`src/rtl/rs_issue_queue.sv`:
```
// rtl/rs_issue_queue.sv - reservation station: CDB operand wakeup, oldest-ready issue
// Age is kept as a pairwise matrix: older_q[j][i] set means entry j was allocated before entry i.
module rs_issue_queue #(
    parameter  int DEPTH   = 4,
    parameter  int NUM_CDB = 2,
    parameter  int TAG_W   = 6,
    parameter  int DATA_W  = 32,
    parameter  int OP_W    = 10,
    parameter  int IMM_W   = 32,
    localparam int CNT_W   = $clog2(DEPTH + 1)
) (
    input  logic                      clk,
    input  logic                      reset,
    input  logic                      kill_i,
    input  logic                      in_valid_i,
    output logic                      in_ready_o,
    input  logic [OP_W-1:0]           in_op_i,
    input  logic [TAG_W-1:0]          in_dest_i,
    input  logic                      in_v1_i,
    input  logic [DATA_W-1:0]         in_opr1_i,
    input  logic                      in_v2_i,
    input  logic [DATA_W-1:0]         in_opr2_i,
    input  logic [IMM_W-1:0]          in_imm_i,
    input  logic [NUM_CDB-1:0]        cdb_valid_i,
    input  logic [NUM_CDB*TAG_W-1:0]  cdb_tag_i,
    input  logic [NUM_CDB*DATA_W-1:0] cdb_data_i,
    output logic                      out_valid_o,
    input  logic                      out_ready_i,
    output logic [OP_W-1:0]           out_op_o,
    output logic [TAG_W-1:0]          out_dest_o,
    output logic [DATA_W-1:0]         out_opr1_o,
    output logic [DATA_W-1:0]         out_opr2_o,
    output logic [IMM_W-1:0]          out_imm_o,
    output logic [CNT_W-1:0]          count_o
);

    logic [DEPTH-1:0]            busy_q, busy_d;
    logic [DEPTH-1:0]            v1_q, v1_d, v2_q, v2_d;
    logic [DEPTH-1:0][DEPTH-1:0] older_q, older_d;
    logic [CNT_W-1:0]            count_q, count_d;
    logic [OP_W-1:0]             op_q   [DEPTH];
    logic [OP_W-1:0]             op_d   [DEPTH];
    logic [TAG_W-1:0]            dest_q [DEPTH];
    logic [TAG_W-1:0]            dest_d [DEPTH];
    logic [DATA_W-1:0]           opr1_q [DEPTH];
    logic [DATA_W-1:0]           opr1_d [DEPTH];
    logic [DATA_W-1:0]           opr2_q [DEPTH];
    logic [DATA_W-1:0]           opr2_d [DEPTH];
    logic [IMM_W-1:0]            imm_q  [DEPTH];
    logic [IMM_W-1:0]            imm_d  [DEPTH];

    logic [DEPTH-1:0] free, alloc_oh, ready, sel;
    logic             alloc_go, issue_go;
    logic [DATA_W:0]  byp1, byp2, wk;

    // Returns {hit, data}; scanning downward lets the lowest matching port win.
    function automatic logic [DATA_W:0] cdb_match(input logic [TAG_W-1:0] tag);
        logic [DATA_W:0] r;
        r = '0;
        for (int k = NUM_CDB - 1; k >= 0; k--) begin
            if (cdb_valid_i[k] && cdb_tag_i[k*TAG_W +: TAG_W] == tag)
                r = {1'b1, cdb_data_i[k*DATA_W +: DATA_W]};
        end
        return r;
    endfunction

    assign in_ready_o = (count_q < CNT_W'(DEPTH));
    assign count_o    = count_q;
    assign free       = ~busy_q;
    assign alloc_oh   = free & (~free + 1'b1);
    assign ready      = busy_q & v1_q & v2_q;
    assign alloc_go   = in_valid_i && in_ready_o && !kill_i;
    assign issue_go   = out_valid_o && out_ready_i;

    always_comb begin
        sel        = ready;
        out_op_o   = '0;
        out_dest_o = '0;
        out_opr1_o = '0;
        out_opr2_o = '0;
        out_imm_o  = '0;
        for (int i = 0; i < DEPTH; i++) begin
            for (int j = 0; j < DEPTH; j++) begin
                if (j != i && ready[j] && older_q[j][i])
                    sel[i] = 1'b0;
            end
        end
        for (int i = 0; i < DEPTH; i++) begin
            if (sel[i]) begin
                out_op_o   = op_q[i];
                out_dest_o = dest_q[i];
                out_opr1_o = opr1_q[i];
                out_opr2_o = opr2_q[i];
                out_imm_o  = imm_q[i];
            end
        end
        out_valid_o = (|ready) && !kill_i;
    end

    always_comb begin
        busy_d  = busy_q;
        v1_d    = v1_q;
        v2_d    = v2_q;
        older_d = older_q;
        op_d    = op_q;
        dest_d  = dest_q;
        opr1_d  = opr1_q;
        opr2_d  = opr2_q;
        imm_d   = imm_q;
        count_d = count_q + CNT_W'(alloc_go) - CNT_W'(issue_go);
        byp1    = cdb_match(in_opr1_i[TAG_W-1:0]);
        byp2    = cdb_match(in_opr2_i[TAG_W-1:0]);
        wk      = '0;

        for (int i = 0; i < DEPTH; i++) begin
            if (busy_q[i] && !v1_q[i]) begin
                wk = cdb_match(opr1_q[i][TAG_W-1:0]);
                if (wk[DATA_W]) begin
                    v1_d[i]   = 1'b1;
                    opr1_d[i] = wk[DATA_W-1:0];
                end
            end
            if (busy_q[i] && !v2_q[i]) begin
                wk = cdb_match(opr2_q[i][TAG_W-1:0]);
                if (wk[DATA_W]) begin
                    v2_d[i]   = 1'b1;
                    opr2_d[i] = wk[DATA_W-1:0];
                end
            end
            if (issue_go && sel[i])
                busy_d[i] = 1'b0;
            if (alloc_go && alloc_oh[i]) begin
                busy_d[i] = 1'b1;
                op_d[i]   = in_op_i;
                dest_d[i] = in_dest_i;
                imm_d[i]  = in_imm_i;
                v1_d[i]   = in_v1_i | byp1[DATA_W];
                opr1_d[i] = (!in_v1_i && byp1[DATA_W]) ? byp1[DATA_W-1:0] : in_opr1_i;
                v2_d[i]   = in_v2_i | byp2[DATA_W];
                opr2_d[i] = (!in_v2_i && byp2[DATA_W]) ? byp2[DATA_W-1:0] : in_opr2_i;
                // New entry is younger than every other slot; stale bits for free slots are rewritten when they allocate.
                for (int j = 0; j < DEPTH; j++) begin
                    older_d[i][j] = 1'b0;
                    if (j != i)
                        older_d[j][i] = 1'b1;
                end
            end
        end

        if (kill_i) begin
            busy_d  = '0;
            count_d = '0;
        end
    end

    always_ff @(posedge clk) begin
        if (reset) begin
            busy_q  <= '0;
            v1_q    <= '0;
            v2_q    <= '0;
            older_q <= '0;
            count_q <= '0;
        end else begin
            busy_q  <= busy_d;
            v1_q    <= v1_d;
            v2_q    <= v2_d;
            older_q <= older_d;
            count_q <= count_d;
        end
    end

    always_ff @(posedge clk) begin
        op_q   <= op_d;
        dest_q <= dest_d;
        opr1_q <= opr1_d;
        opr2_q <= opr2_d;
        imm_q  <= imm_d;
    end

endmodule

```
`config.mk`:
```
export PLATFORM = sky130hd
export DESIGN_NAME = rs_issue_queue
export DESIGN_NICKNAME = d
export VERILOG_FILES = /design/src/rtl/rs_issue_queue.sv
export SDC_FILE = /design/constraint.sdc
export NUM_CORES = 1
export LEC_CHECK = 0
export BUFFER_PORTS_ARGS = -buffer_cell sky130_fd_sc_hd__buf_2
export CELL_PAD_IN_SITES_DETAIL_PLACEMENT = 1
export CELL_PAD_IN_SITES_GLOBAL_PLACEMENT = 1
export CORE_MARGIN = 2
export CORE_UTILIZATION = 47
export CTS_CLUSTER_DIAMETER = 80
export DETAILED_ROUTE_END_ITERATION = 7
export PLACE_DENSITY = 0.84
export RECOVER_POWER = 25
export SYNTH_ARGS = -nofsm -noshare
export SYNTH_HDL_FRONTEND = slang
export SYNTH_SLANG_ARGS = --single-unit
export TNS_END_PERCENT = 10
```
`constraint.sdc`:
```
create_clock -name clk -period 4.6 [get_ports clk]
set_input_delay 0 -clock clk [delete_from_list [all_inputs] [get_ports clk]]
set_output_delay 0 -clock clk [all_outputs]
set_load 0.1 [all_outputs]
```
==> flow_metrics.py, run 1 <==
metrics = {
    "outcome": {
        "outcome": "finished with violations",
        "violations": "capacitance limit, slew limit",
    },
    "die": {
        "core_area_um2": 53700,
        "start_util_pct": 47.5,
        "dieArea_um2": 56200,
        "io_pins": 314,
        "dieWidth_um": 237,
        "row_count": 85,
        "die_y_um": 237,
    },
    "route": {
        "wl_per_cell_um": 31.9,
        "wl_mm": 110,
        "vias": 24598,
        "initialDrtViolationCount": 3503,
        "drc_errors": 0,
        "drt_pre_antenna_iters": 6,
        "viasPerCell": 7.15,
        "antenna_left": 0,
    },
    "cts": {
        "postCtsSetupRepairBufs": 0,
        "cts_buffer_depth": 3,
        "cts_resized": 0,
        "cts_hold_buf": 236,
        "cts_tree": "done",
        "cts.sinks": 475,
        "path_clk_slew_ns": 0.06,
        "root_buffer": "clkbuf_16",
        "clock_latency_ns": 0.63,
        "cts_buffers": 52,
        "htree_levels": 2,
    },
    "setup_path": {
        "cp.required_ns": 4.60,
        "cp-end-kind": "output port",
        "crit_fanout": 51,
        "crit_type": "reg2out",
        "start_kind": "register",
        "worstPathArrival_ns": 4.38,
    },
    "timing": {
        "clock_skew_ns": 0.0376,
        "fin_crit_sh_pct": 95.1,
        "timing.final.max_slew_violations": 63,
        "hold_violations": 0,
        "timing.fmax_mhz": 229,
        "rsz0062_at_grt": "false",
        "worst_pin_slew_ns": 1.60,
        "period_needed_ns": 4.38,
        "relSlewSlack_pct": -6.71,
        "setup_viol": 0,
        "fin_setup_tns_ns": 0,
    },
    "place": {
        "port_buffers": 313,
        "dp_hpwl_mm": 62.2,
        "gp_congestion": 0.956,
    },
    "grt": {
        "antenna_found_initial": 4,
        "track_usage_pct": 38.2,
        "grt_pass1_vias": 25649,
        "grt-ovfl-total": 0,
        "grt_first_pass_wirelength_mm": 162,
        "grt_max_degree": 91,
    },
    "power": {
        "leakagePower_nw": 11.1,
        "irDropWorstVdd_mv": 0.284,
        "p_sw_share_pct": 23.7,
        "switchingPower_mw": 2.36,
        "intPower_mw": 7.58,
        "power_frac_comb_pct": 8.3,
        "pwr-share-clk_pct": 43.4,
        "p_per_area_nw_per_um2": 318,
        "seq_power_share_pct": 48.3,
        "power.total_mw": 9.94,
    },
    "finish": {
        "drive_above_1_share_pct": 15.7,
        "area_growth_syn_to_layout_pct": 22.6,
        "nNetsFinal": 2904,
        "fin_util_pct": 58.2,
    },
    "yosys": {
        "yosysWarnings": 0,
        "syn_inst": 2348,
        "synthSimpleGateAreaFrac_pct": 8.82,
        "ys_ff_latch": 475,
        "ys_types": 50,
        "synthFlopType": "edfxtp_1",
        "ys_seq_area_share_pct": 54.8,
        "syn_area_per_cell_um2": 10.9,
        "synth_compound_area_share_pct": 24.3,
        "muxShareOfSynthArea_pct": 1.43,
        "synth_top_family_by_area": "compound AO/OA/AOI/OAI gates",
        "ys_async_sr_fraction_pct": 0,
        "synth_edf_count": 448,
        "synthesis.area_um2": 25500,
        "syn-num-nets": 2548,
        "synth_xor_area_share_pct": 4.19,
        "synthAdderAreaFrac_pct": 0.176,
    },
    "worst_hold_path": {
        "hold_class": "in2reg",
    },
    "flow_run": {
        "drv_cap": 1,
    },
}
==> flip-flops by register name, summed over array words and instances (netlist names) <==
signal	flops
opr1_q	128
busy_q	4
dest_q	24
opr2_q	128
op_q	40
count_o	3
v2_q	4
v1_q	4
older_q	12
imm_q	128
==> final timing paths <==
kind                                   start        endpoint  slack (ns)  depth (start not counted)
worst max-delay path               busy_q[3]  out_opr1_o[25]        0.22                          7
worst min register to register    older_q[2]      older_q[2]        0.49                          2
worst min-delay path            in_opr1_i[2]      opr1_q[66]        0.02                          4
worst max register to register    count_o[2]      opr2_q[57]        0.45                         10
==> cell usage in the layout, fill, tap and decap left out, types with 4 or more instances in the layout <==
cell,count
a211o_1,32
a21oi_1,10
a221o_1,128
a221oi_1,182
a22o_1,32
a22oi_1,67
a31oi_1,32
and3_1,5
buf_12,4
buf_2,260
buf_4,50
bufinv_16,7
clkbuf_1,63
clkbuf_16,53
clkinv_1,14
clkinv_2,10
dfxtp_1,27
dlygate4sd3_1,236
edfxtp_1,448
inv_1,75
mux2i_1,33
nand2_1,167
nand3_1,72
nand4_1,21
nor2_1,151
nor2_2,6
nor3_1,39
nor4_1,16
o211ai_1,64
o21ai_0,191
o21ai_1,42
o21ai_4,11
o31ai_1,32
or2_2,6
xnor2_1,71
xor2_1,51
==> layer usage <==
| layer | up-vias | global-route usage [%] | routed length (um) |
|---|---|---|---|
| met1 | 12143 | 46.8 | 38900 |
| met2 | 2063 | 62.0 | 51400 |
| li1 | 9874 | - | - |
| met5 | - | 0 | 74 |
| met4 | 6 | 21.4 | 6440 |
| met3 | 512 | 9.08 | 12900 |
==> layout make-up <==
type	count	area (um2)
fill	5654	22400
sequential	475	14000
multi-input combinational	1492	10100
timing repair buffer	605	4330
clock buffer	62	1360
tap	696	871
clock inverter	33	347
inverter	78	297
antenna	1	2.50
==> worst max-delay path, cell delays in order (launching register included) <==
cell	delay, ns
dfxtp_1	0.35
and3_1	0.26
a22oi_1	0.21
and3_4	0.73
buf_4	0.73
a221oi_1	0.24
o21ai_0	0.65
buf_2	0.55
==> power by group through the flow <==
stage	Sequential [mW]	Combinational, mW	Clock (mW)
after floorplan	4.89	0.373	0
after global placement	4.89	0.605	0
after detailed placement	4.89	0.642	0
after CTS	4.80	0.788	4.30
after global routing	4.81	0.856	4.46
final	4.80	0.820	4.31
==> cells by family after synthesis <==
group,count (synthesis)
mux,35
buf+inv,381
flops,475
simple gates,506
fa+ha+maj,3
xor+xnor,122
compound gates,826
==> synth_stat cells (32+ instances only) <==
| master | instances | area, um2 |
|---|---|---|
| edfxtp_1 | 448 | 13500 |
| o21ai_0 | 199 | 996 |
| clkbuf_1 | 190 | 713 |
| a221oi_1 | 182 | 1590 |
| nand2_1 | 167 | 627 |
| nor2_1 | 158 | 593 |
| a221o_1 | 128 | 1280 |
| inv_1 | 75 | 282 |
| nand3_1 | 72 | 360 |
| xnor2_1 | 71 | 622 |
| a22oi_1 | 67 | 503 |
| o211ai_1 | 64 | 480 |
| buf_1 | 58 | 218 |
| xor2_1 | 51 | 447 |
| o21ai_1 | 42 | 210 |
| nor3_1 | 39 | 195 |
| buf_2 | 37 | 185 |
| mux2i_1 | 33 | 330 |
| a211o_1 | 32 | 280 |
| a22o_1 | 32 | 280 |
| a31oi_1 | 32 | 200 |
| o31ai_1 | 32 | 240 |
==> through the flow <==
stage / setup slack [ns] / hold WS, ns / area (um2) / instances
final: 0.225 / 0.0191 / 31300 / 3442
after floorplan: 0.398 / 0.0989 / 25500 / 2348
after global placement: 1.19 / 0.210 / 27300 / 3110
after detailed placement: 1.13 / 0.222 / 27300 / 3110
after CTS: 0.549 / 0.00435 / 31300 / 3441
after global routing: 0.127 / 0.0358 / 31300 / 3442
Power figures use the tool's default switching activity.
==> run 2: changes to the inputs <==
ABC_AREA = 1   (was not set)
CORE_UTILIZATION = 44   (was 47)
CTS_BUF_LIST = sky130_fd_sc_hd__clkbuf_16   (was not set)
==> run 2 against run 1 <==
Wire length rose by 22%. Worst hold slack got worse by 0.0032 ns. Flip-flop and latch count did not move. Global-route usage fell by 0.28 points. Largest cell class unchanged. Maximum frequency rose by 4.1%. The run still ends with capacitance limit, slew limit left. Highest routed layer unchanged.
==> flow_metrics.py, run 2 <==
metrics = {
    "timing": {
        "rsz0062_at_grt": "false",
        "timing.fmax_mhz": 238,
        "worst_pin_slew_ns": 1.54,
        "fin_setup_tns_ns": 0,
        "timing.final.max_slew_violations": 140,
        "fin_crit_sh_pct": 91.4,
        "period_needed_ns": 4.20,
        "setup_viol": 0,
        "setup_ws_ns": 0.396,
        "clock_skew_ns": 0.0257,
        "relSlewSlack_pct": -2.97,
        "hold_violations": 0,
    },
    "power": {
        "p_sw_share_pct": 25.1,
        "intPower_mw": 7.45,
        "irDropWorstVdd_mv": 0.247,
        "switchingPower_mw": 2.50,
        "pwr-share-clk_pct": 43.0,
        "power_frac_comb_pct": 9.0,
        "leakagePower_nw": 15.9,
        "seq_power_share_pct": 48.0,
        "p_per_area_nw_per_um2": 281,
    },
    "place": {
        "dp_hpwl_mm": 78.4,
        "dpl_worst_slack_ns": 1.64,
        "port_buffers": 313,
        "placed_cells": 4978,
        "gp_congestion": 0.972,
    },
    "cts": {
        "cts_buffers": 54,
        "cts_tree": "done",
        "root_buffer": "clkbuf_16",
        "htree_levels": 2,
        "path_clk_slew_ns": 0.06,
        "cts_buffer_depth": 3,
        "clock_latency_ns": 0.63,
        "cts.sinks": 475,
    },
    "route": {
        "wl_per_cell_um": 25.3,
        "drc_errors": 0,
        "initialDrtViolationCount": 3807,
        "drt_pre_antenna_iters": 6,
        "vias": 32225,
        "viasPerCell": 6.07,
        "wl_mm": 134,
        "antenna_left": 0,
    },
    "die": {
        "dieArea_um2": 68900,
        "core_area_um2": 66000,
        "row_count": 94,
        "die_y_um": 262,
        "start_util_pct": 44.6,
        "dieWidth_um": 262,
        "io_pins": 314,
    },
    "setup_path": {
        "r2r-start": "count_o[2]",
        "crit_type": "reg2reg",
        "crit_end": "opr2_q[70]",
        "cp.required_ns": 5.09,
        "start_kind": "register",
        "critPathLaunch": "count_o[2]",
        "r2r_cells": 9,
        "cp-end-kind": "register",
        "crit-reg2reg-capture": "opr2_q[70]",
        "crit_fanout": 29,
        "worstPathArrival_ns": 4.69,
        "rrSetupSlack_ns": 0.40,
    },
    "yosys": {
        "syn_inst": 3991,
        "ys_top_cells_by_area": "edfxtp_1 46%, nand2_1 17%, nand3_1 8.6%",
        "synth_top_area_cell": "edfxtp_1",
        "ys_seq_area_share_pct": 47.6,
        "ys_types": 38,
        "ys_ff_latch": 475,
        "yosysWarnings": 0,
        "netlist.area_leader.share_pct": 45.8,
        "yosysMostFrequentCell": "nand2_1",
        "synth_commonest_cells": "1,369 x nand2_1, 506 x nand3_1, 448 x edfxtp_1",
        "synthesis.area_um2": 29400,
        "syn_area_per_cell_um2": 7.37,
        "synthFlopType": "edfxtp_1",
        "synth_edf_count": 448,
        "ys_async_sr_fraction_pct": 0,
        "syn-num-nets": 4191,
    },
    "grt": {
        "antenna_found_initial": 4,
        "grt_max_degree": 113,
        "grt_first_pass_wirelength_mm": 200,
        "grt-ovfl-total": 0,
        "track_usage_pct": 37.9,
        "grt_pass1_vias": 32737,
    },
    "finish": {
        "largestRegisters": "imm_q (128), opr1_q (128), opr2_q (128)",
        "nFillCells": 8318,
        "fin_cells": 5309,
        "nNetsFinal": 4594,
        "drive_above_1_share_pct": 11.2,
        "layout_commonest_cell": "nand2_1",
        "area_growth_syn_to_layout_pct": 20.3,
        "final_cell_mix": "1,364 x nand2_1, 506 x nand3_1, 448 x edfxtp_1",
    },
    "flow_run": {
        "drv_cap": 4,
    },
    "outcome": {
        "violations": "capacitance limit, slew limit",
        "outcome": "finished with violations",
    },
    "worst_hold_path": {
        "hold_class": "in2reg",
    },
}
-- run 2: cell types whose count changed in the layout (fill, tap and decap cells not counted), moves of 66 or more --
cell      previous run  this run
a21oi_1             10       160
nand2_1            167      1364
nor2_1             151       443
a221o_1            128         0
a22oi_1             67         0
xnor2_1             71         5
a221oi_1           182         0
nand3_1             72       506
inv_1               75       179
nor3_1              39       113
-- run 2: how the worst min path moves through the flow --
stage                       from    endpoint  slack, ns  cells after the start
finish              in_opr2_i[4]   opr2_q[4]       0.02                      5
global route        in_opr2_i[4]   opr2_q[4]       0.04                      5
global placement    in_imm_i[25]   imm_q[89]       0.21                      1
detailed placement   in_imm_i[7]  imm_q[103]       0.22                      1
floorplan                  reset  older_q[1]       0.07                      1
CTS                 in_opr2_i[1]  opr2_q[33]      0.003                      5
-- run 2: area by class of cell --
class / count / area [um2] / area share (%)
Sequential cell: 475 / 14000 / 39.6
Multi-Input combinational cell: 3030 / 13300 / 37.6
Timing Repair Buffer: 607 / 4400 / 12.4
Clock buffer: 55 / 1380 / 3.89
Tap cell: 864 / 1080 / 3.06
Inverter: 226 / 861 / 2.43
Clock inverter: 47 / 338 / 0.955
Antenna cell: 5 / 12.5 / 0.0354
-- run 2: routing by layer --
layer | vias to the layer above | GRT usage (%) | wire [um]
met1 | 15586 | 47.0 | 50400
met5 | - | 0 | 11
li1 | 14076 | - | -
met4 | 2 | 20.9 | 8060
met2 | 2030 | 62.4 | 62400
met3 | 531 | 7.08 | 13300
-- run 2: through the flow --
stage	hold WS [ns]	utilization [%]	instance area (um2)	total power, mW
finish	0.0159	53.6	35400	9.94
global route	0.0436	53.6	35400	10.2
CTS	0.00290	53.7	35400	9.93
detailed placement	0.221	47.7	31500	5.59
global placement	0.215	47.7	31500	5.57
floorplan	0.0691	-	29400	5.25
-- run 2: logic make-up (layout without fill, tap and decap cells) --
| group | Yosys count | after routing | synth area share [%] |
|---|---|---|---|
| and+or+nand+nor | 2496 | 2496 | 35.2 |
| AOI/OAI and AO/OA | 521 | 521 | 9.32 |
| buffers and inverters | 486 | 935 | 7.39 |
| DFF | 475 | 475 | 47.6 |
| xor gates and xnor gates | 10 | 10 | 0.298 |
| adders and majority gates | 3 | 3 | 0.153 |
| other | 0 | 5 | 0 |
-- run 2: timing repair --
| action | 4_1_cts | 5_1_grt |
|---|---|---|
| endpoints found under the hold margin | 462 | 0 |
| gates resized for setup | 0 | 0 |
| setup endpoints to repair | 0 | 0 |
| setup buffers | 0 | 0 |
| hold buffers | 224 | 0 |
-- run 2: critical path, cell delays in order (launching register included) --
cell and delay, ns:
dfxtp_1 0.31, inv_1 0.12, nand3_1 0.20, inv_1 0.13, nand3_1 0.98, inv_4 0.95, buf_4 0.55, nand3_1 0.13
nand2_1 0.11, dlygate4sd3_1 0.57
-- run 2: power by group through the flow --
stage / Combinational, mW / Clock (mW) / Sequential (mW)
2_1_floorplan: 0.390 / 0 / 4.86
3_3_place_gp: 0.710 / 0 / 4.86
3_5_place_dp: 0.728 / 0 / 4.86
4_1_cts: 0.869 / 4.29 / 4.77
5_1_grt: 0.956 / 4.44 / 4.77
6_report: 0.899 / 4.27 / 4.77
